===== config.mk =====
export PLATFORM = sky130hd
export DESIGN_NAME = digit_counter_gen
export DESIGN_NICKNAME = d
export VERILOG_FILES = /design/src/rtl/digit_counter_gen.sv
export SDC_FILE = /design/constraint.sdc
export NUM_CORES = 1
export LEC_CHECK = 0
export BUFFER_PORTS_ARGS = -buffer_cell sky130_fd_sc_hd__buf_4
export CORE_ASPECT_RATIO = 1.1
export CORE_MARGIN = 4
export CORE_UTILIZATION = 54
export DETAILED_ROUTE_END_ITERATION = 8
export GPL_TIMING_DRIVEN = 1
export HOLD_SLACK_MARGIN = 0.08
export PLACE_DENSITY = 0.79
export SLEW_MARGIN = 10
export SYNTH_ARGS = -nofsm -noshare
export SYNTH_HDL_FRONTEND = slang
export SYNTH_SLANG_ARGS = --single-unit

===== constraint.sdc =====
create_clock -name timer_clk -period 4.6 [get_ports timer_clk]
set_clock_uncertainty 0.1 [all_clocks]
set_input_delay 0.92 -clock timer_clk [delete_from_list [all_inputs] [get_ports timer_clk]]
set_output_delay 0.92 -clock timer_clk [all_outputs]
set_load 0.005 [all_outputs]

===== src/rtl/digit_counter_gen.sv =====
// Single timer digit: up/down counter with runtime limit, load/clear,
// ripple carry out for cascading, and a blinkable 7-segment encoder.
module digit_counter_gen #(
  parameter int unsigned MAX_VAL        = 9,
  parameter int unsigned RESET_VAL      = 0,
  parameter bit          SEG_ACTIVE_LOW = 1'b1
) (
  input  logic       timer_clk,
  input  logic       int_reset_b,
  input  logic       cnt_en,
  input  logic       cnt_dir,
  input  logic [3:0] limit,
  input  logic       load,
  input  logic [3:0] load_val,
  input  logic       clear,
  input  logic       blink_en,
  input  logic       blink_tick,
  output logic [3:0] digit_val,
  output logic [6:0] seg_out,
  output logic       tc_out,
  output logic       wrap_pulse
);

  localparam int unsigned DW = 4;
  localparam int unsigned SW = 7;
  localparam logic [DW-1:0] MAX_L   = DW'(MAX_VAL);
  localparam logic [DW-1:0] RST_L   = DW'(RESET_VAL);
  localparam logic [SW-1:0] SEG_OFF = SEG_ACTIVE_LOW ? {SW{1'b1}} : {SW{1'b0}};

  typedef enum logic {VIS = 1'b0, BLANK = 1'b1} blink_t;

  // Hex digit to {a..g}, polarity applied at the end
  function automatic logic [SW-1:0] enc(input logic [DW-1:0] v);
    logic [SW-1:0] s;
    case (v)
      4'h0: s = 7'h7E;  4'h1: s = 7'h30;  4'h2: s = 7'h6D;  4'h3: s = 7'h79;
      4'h4: s = 7'h33;  4'h5: s = 7'h5B;  4'h6: s = 7'h5F;  4'h7: s = 7'h70;
      4'h8: s = 7'h7F;  4'h9: s = 7'h7B;  4'hA: s = 7'h77;  4'hB: s = 7'h1F;
      4'hC: s = 7'h4E;  4'hD: s = 7'h3D;  4'hE: s = 7'h4F;  default: s = 7'h47;
    endcase
    return SEG_ACTIVE_LOW ? ~s : s;
  endfunction

  localparam logic [SW-1:0] SEG_RST = enc(RST_L);

  logic [DW-1:0] eff_lim;
  logic          at_term;
  logic [DW-1:0] digit_nxt;
  logic          wrap_nxt;
  logic [SW-1:0] seg_nxt;
  blink_t        blink_q;
  blink_t        blink_nxt;

  // Effective terminal value and terminal detection for the current direction
  always_comb begin
    eff_lim = (limit < MAX_L) ? limit : MAX_L;
    at_term = cnt_dir ? (digit_val >= eff_lim) : (digit_val == '0);
  end

  assign tc_out = cnt_en & ~clear & ~load & at_term;

  // Next digit value: clear > load > count > hold
  always_comb begin
    digit_nxt = digit_val;
    wrap_nxt  = 1'b0;
    if (clear) begin
      digit_nxt = '0;
    end else if (load) begin
      digit_nxt = (load_val < eff_lim) ? load_val : eff_lim;
    end else if (cnt_en) begin
      if (cnt_dir) begin
        if (at_term) begin
          digit_nxt = '0;
          wrap_nxt  = 1'b1;
        end else begin
          digit_nxt = digit_val + DW'(1);
        end
      end else begin
        if (at_term) begin
          digit_nxt = eff_lim;
          wrap_nxt  = 1'b1;
        end else if (digit_val > eff_lim) begin
          digit_nxt = eff_lim;
        end else begin
          digit_nxt = digit_val - DW'(1);
        end
      end
    end
  end

  // Blink phase register
  always_ff @(posedge timer_clk or negedge int_reset_b) begin
    if (!int_reset_b) blink_q <= VIS;
    else              blink_q <= blink_nxt;
  end

  // Blink next state; a load or clear forces the digit visible
  always_comb begin
    blink_nxt = blink_q;
    if (!blink_en || load || clear) begin
      blink_nxt = VIS;
    end else if (blink_tick) begin
      blink_nxt = (blink_q == VIS) ? BLANK : VIS;
    end
  end

  // Segment pattern for the upcoming edge, aligned with the new digit value
  always_comb begin
    seg_nxt = enc(digit_nxt);
    if (blink_nxt == BLANK) seg_nxt = SEG_OFF;
  end

  // Digit, segment and wrap registers
  always_ff @(posedge timer_clk or negedge int_reset_b) begin
    if (!int_reset_b) begin
      digit_val  <= RST_L;
      seg_out    <= SEG_RST;
      wrap_pulse <= 1'b0;
    end else begin
      digit_val  <= digit_nxt;
      seg_out    <= seg_nxt;
      wrap_pulse <= wrap_nxt;
    end
  end

endmodule


; ---- Yosys cells after proc, flatten, opt, wreduce, memory -nomap -nowiden
; Memory sizes are Yosys's and may differ from the RTL's.
; Index checks and enable logic that the tools add are counted.
[op_classes]
n_addsub = 2
n_lt_le_gt_ge = 4
muxes = 18
n_bitwise = 6
reduce_logical = 4
[op_table]
columns = operator, count
row1 = 4-bit 2-to-1 mux, 9
row2 = 1-bit 2-to-1 mux, 8
row3 = 7-bit 2-to-1 mux, 1
row4 = 7-bit NOT, 1
row5 = 4-bit by 1-bit adder with 4-bit output (second input constant), 1
row6 = 4-bit >= comparator, 1
row7 = 4-bit > comparator, 1
row8 = 4-bit zero test, 1
row9 = 4-bit < comparator, 1
row10 = 4-bit < comparator (second input constant), 1
row11 = 4-bit by 1-bit subtractor with 4-bit output (second input constant), 1
row12 = 1-bit AND, 3
row13 = 1-bit logical OR, 2
row14 = 1-bit NOT, 2
row15 = 1-bit zero test, 1
[totals]
ff_bits = 13
romBits = 112
input_bits = 16
out_inout_bits = 13
elab_cells = 39
mem_count = 1
[mem_list]
columns = memory, depth, width, read_ports, rd_clocked_by_memory_dff, write_ports, line
row1 = (name not given), 16, 7, 1, 0, 0, 35  ; case (v)

; ---- Depth between registers and ports, before layout
; An unclocked memory read counts as a cell.
[depth]
depth_word = 12
ltp_mapped = 16
mapped_depth_nobuf = 16

; ---- Least setup slack after synthesis
; Ideal clock, no wire load.
[synth_timing]
path_kind = input -> register
startpoint = in limit[1]
endpoint = reg seg_out[4]
setup_ns = 0.066
t_arrival_ns = 3.833
t_required_ns = 4.434
setup_slack_ns = 0.601
stages = 14
n_path_buf = 0
path_cell_list = o21a_1 nor2_1 inv_1 ha_1 and4_4 a2111o_1 nor2_1 a221o_1 o311ai_0 or2_2 ha_1 or4_1 o21ai_1 or2_1
[synth_between]
elab_chain_len = 12
elab_cells_between_ends = 17
cone_classes = order compare: 4 / mux: 11 / bitwise: 1 / memory: 1
[synth_rtl]
columns = element, line
row1 = "start, declared", 12  ; input logic [3:0] limit,
row2 = 4-bit < comparator, 56  ; eff_lim = (limit < MAX_L) ? limit : MAX_L;
row3 = 4-bit 2-to-1 mux (*), 56
row4 = 4-bit > comparator or 4-bit >= comparator (tied branches), "82, 57"
row5 = 4-bit 2-to-1 mux or 1-bit 2-to-1 mux (tied branches), "82, 57"
row6 = "4-bit 2-to-1 mux, on equally long branches", "79, 72"
row7 = 4-bit 2-to-1 mux, 71  ; if (cnt_dir) begin
row8 = 4-bit 2-to-1 mux, 70  ; end else if (cnt_en) begin
row9 = 4-bit 2-to-1 mux (*), 68  ; end else if (load) begin
row10 = 4-bit 2-to-1 mux (*), 66  ; if (clear) begin
row11 = memory 16 x 7 bit (*), -
row12 = 7-bit NOT (*), 41  ; return SEG_ACTIVE_LOW ? ~s : s;
row13 = 7-bit 2-to-1 mux (*), 110  ; if (blink_nxt == BLANK) seg_nxt = SEG_OFF;
row14 = named net seg_nxt[4], 50  ; logic [SW-1:0] seg_nxt;
row15 = "end signal, assigned", 121  ; seg_out <= seg_nxt;
row16 = "end, declared", 19  ; output logic [6:0] seg_out,
; Mark *: on every way through the listed nets, which the timed path passes. The rest lies on a longest branch.

; ---- Worst setup path in the final report
; Same ends and word-level chain as after synthesis.

==> results.ini <==
[setup_path]
worstPathMaxFanout=5
critPathKind=in2reg
crit_path_start_kind=input pin
end_kind=register
critPathSlowestCell=or4_1
cp_data_arrival_time_ns=4.40
crit_chain=buf_4 > o21a_1 > nor2_1 > inv_1 > ha_1 > and4_4 > a2111o_1 > nor2_1 > a221o_1 > o311ai_0 > or2_2 > ha_1 > or4_1 > o21ai_1 > or2_1
slowest_delay_ns=0.57
cp_num_buf_inv=2
critical_path.top_delay_family=simple AND/OR/NAND/NOR gates
required_ns=4.72

[sta]
relSlewSlack=0.454
setup_tns_ns=0
fin_crit_ns=4.29
maxSlewViolCount=0
finalHoldViolations=0
fmax_ghz=0.233
setup_slack_ns=0.313
finalSetupViolations=0
rsz0062_at_grt=false
finalCritPeriodShare=0.932
worst_slew_pin_slew_ns=0.817
fin_hold_ws_ns=0.369

[global_route]
grt_pass1_vias=1331
grt_pass1_wl_um=5930
grt_max_degree=15
grt_antenna_before_repair=0
overflow=0
groute.usage.overall=0.221

[floorplan]
dieHeight_um=60.1
initial_core_util=0.580
core_area_mm2=0.00230
dieArea_mm2=0.00332
pin_count=29
rows=18
die_x_um=55.3

[yosys]
syn_nets=185
synth_cell_type_count=58
ys_ff_latch=13
yosysWarnings=0
synthArstFlopShare=1.00
yosys-top-cells-count=ha_1 (15), dfrtp_1 (12), nand2_1 (12), nor2_1 (12), a21oi_1 (10)
yosys.area.top_type=dfrtp_1
syn_area_per_cell_um2=8.64
synth.area.top_cells=dfrtp_1 (23%), ha_1 (14%), a21oi_1 (3.8%), nand2_1 (3.4%), nor2_1 (3.4%)
synth-main-ff-cell=dfrtp_1
netlist_instances=154
synth_edf_count=0
yosysMostFrequentCell=ha_1
seq_area_frac_synth=0.245
syn_area_mm2=0.00133
synth_top_area_frac=0.226

[cts]
cts.clk_slew.worst_paths_ns=0.08
insertion_delay_ns=0.27
cts-root-buf=clkbuf_4
cts_sinks=13
cts_hold_buf=0
cts_tree=built
clockBufferDepth=2
h-tree-depth=1
cts_setup_buffers=0
cts.repair.resized=0
cts_buffers=3

[power]
power_density_mw_per_mm2=262
p_leak_nw=0.756
max-vdd-ir-drop_v=0.000200
total_power_uw=418

[placed_design]
place_area_mm2=0.00157
place_inst=209
place_congestion=0.932
place.port_buffers=28
hpwlAfterDp_um=2890
post-place-ws_ns=0.0952

[final_layout]
final_area_mm2=0.00160
fin_cells=213
synthToLayoutAreaGrowth_pct=19.8
utilization=0.694
antenna_cells=0
drive_gt1_frac=0.273
finalNetCount=215

[drt]
drt_iter0_markers=84
wl_um=3590
route.detailed.drc=0
final_antenna_net_count=0
viasPerCell=6.52
drtPass1Iterations=5
drt-wirelength-per-cell_um=16.8
num_vias=1388

[outcome]
status=finished clean

[job]
drv_cap=0

[min_path]
hp-class=in2async

-- per-layer routing --
metal | vias up | wire (um) | global-route usage
met3 | 18 | 174 | 0.0259
met2 | 62 | 1940 | 0.441
met5 | - | 0 | 0
met4 | 0 | 129 | 0.101
li1 | 646 | - | -
met1 | 662 | 1340 | 0.233
-- final timing paths --
| check | from | to | slack, ns | cells after the start |
|---|---|---|---|---|
| min | int_reset_b | seg_out[1]$_DFF_PN0_ | 0.37 | 1 |
| max in group asynchronous | int_reset_b | seg_out[0]$_DFF_PN1_ | 3.80 | 1 |
| min in group timer_clk | blink_q$_DFF_PN0_ | blink_q$_DFF_PN0_ | 0.54 | 2 |
| max | limit[1] | seg_out[4]$_DFF_PN0_ | 0.31 | 15 |
| max reg2reg | digit_val[0]$_DFF_PN0_ | seg_out[4]$_DFF_PN0_ | 0.83 | 12 |
| min reg2reg | blink_q$_DFF_PN0_ | blink_q$_DFF_PN0_ | 0.54 | 2 |
-- area by class of cell --
cell class	count	area, um2
inverter	11	41.3
clock buffer	4	26.3
sequential	13	327
multi-input combinational	124	931
tap	30	37.5
fill	217	702
timing repair buffer	31	233
-- registers in the layout, indices dropped and copies added (netlist names) --
signal      flops
wrap_pulse      1
digit_val       4
blink_q         1
seg_out         7
-- cells by family after synthesis --
| kind of cell | after synthesis | share of synthesized area |
|---|---|---|
| AOI/OAI and AO/OA | 58 | 0.339 |
| and+or+nand+nor | 46 | 0.182 |
| buffers and inverters | 17 | 0.0555 |
| adders and majority gates | 15 | 0.141 |
| DFF | 13 | 0.245 |
| muxes | 4 | 0.0301 |
| xor gates and xnor gates | 1 | 0.00658 |
-- where the power goes --
group          switching, mW  leakage (nW)  total, mW  internal (mW)
registers             0.0128         0.166      0.143          0.131
clock network         0.0360        0.0150     0.0696         0.0336
logic                  0.111         0.575      0.205         0.0936
total                  0.160         0.756      0.418          0.258
-- worst register-to-register path, delay by kind of cell, from the launching register on --
family / cells / cell delay, ns
buffers and inverters: 1 / 0.14
AOI/OAI and AO/OA: 4 / 0.86
adders and majority gates: 2 / 0.60
DFF: 1 / 0.49
and+or+nand+nor: 5 / 1.53
-- cells in the final DEF (no fill, tap or decap), types with 2 or more instances in the layout --
cell	count
o21ai_0	5
or2_2	2
inv_2	2
a221o_1	4
nand2_1	12
mux2i_1	4
dfrtp_1	12
buf_4	31
o21ai_1	2
a21oi_1	10
a2111oi_0	2
nand3_1	2
a211oi_1	2
nor2b_1	2
nor3_1	3
nor2_1	12
o211ai_1	5
nand4_1	2
a21o_1	2
a31oi_1	3
inv_1	9
o31ai_1	3
ha_1	15
clkbuf_4	3
No activity file was read; power rests on OpenSTA's default activity.
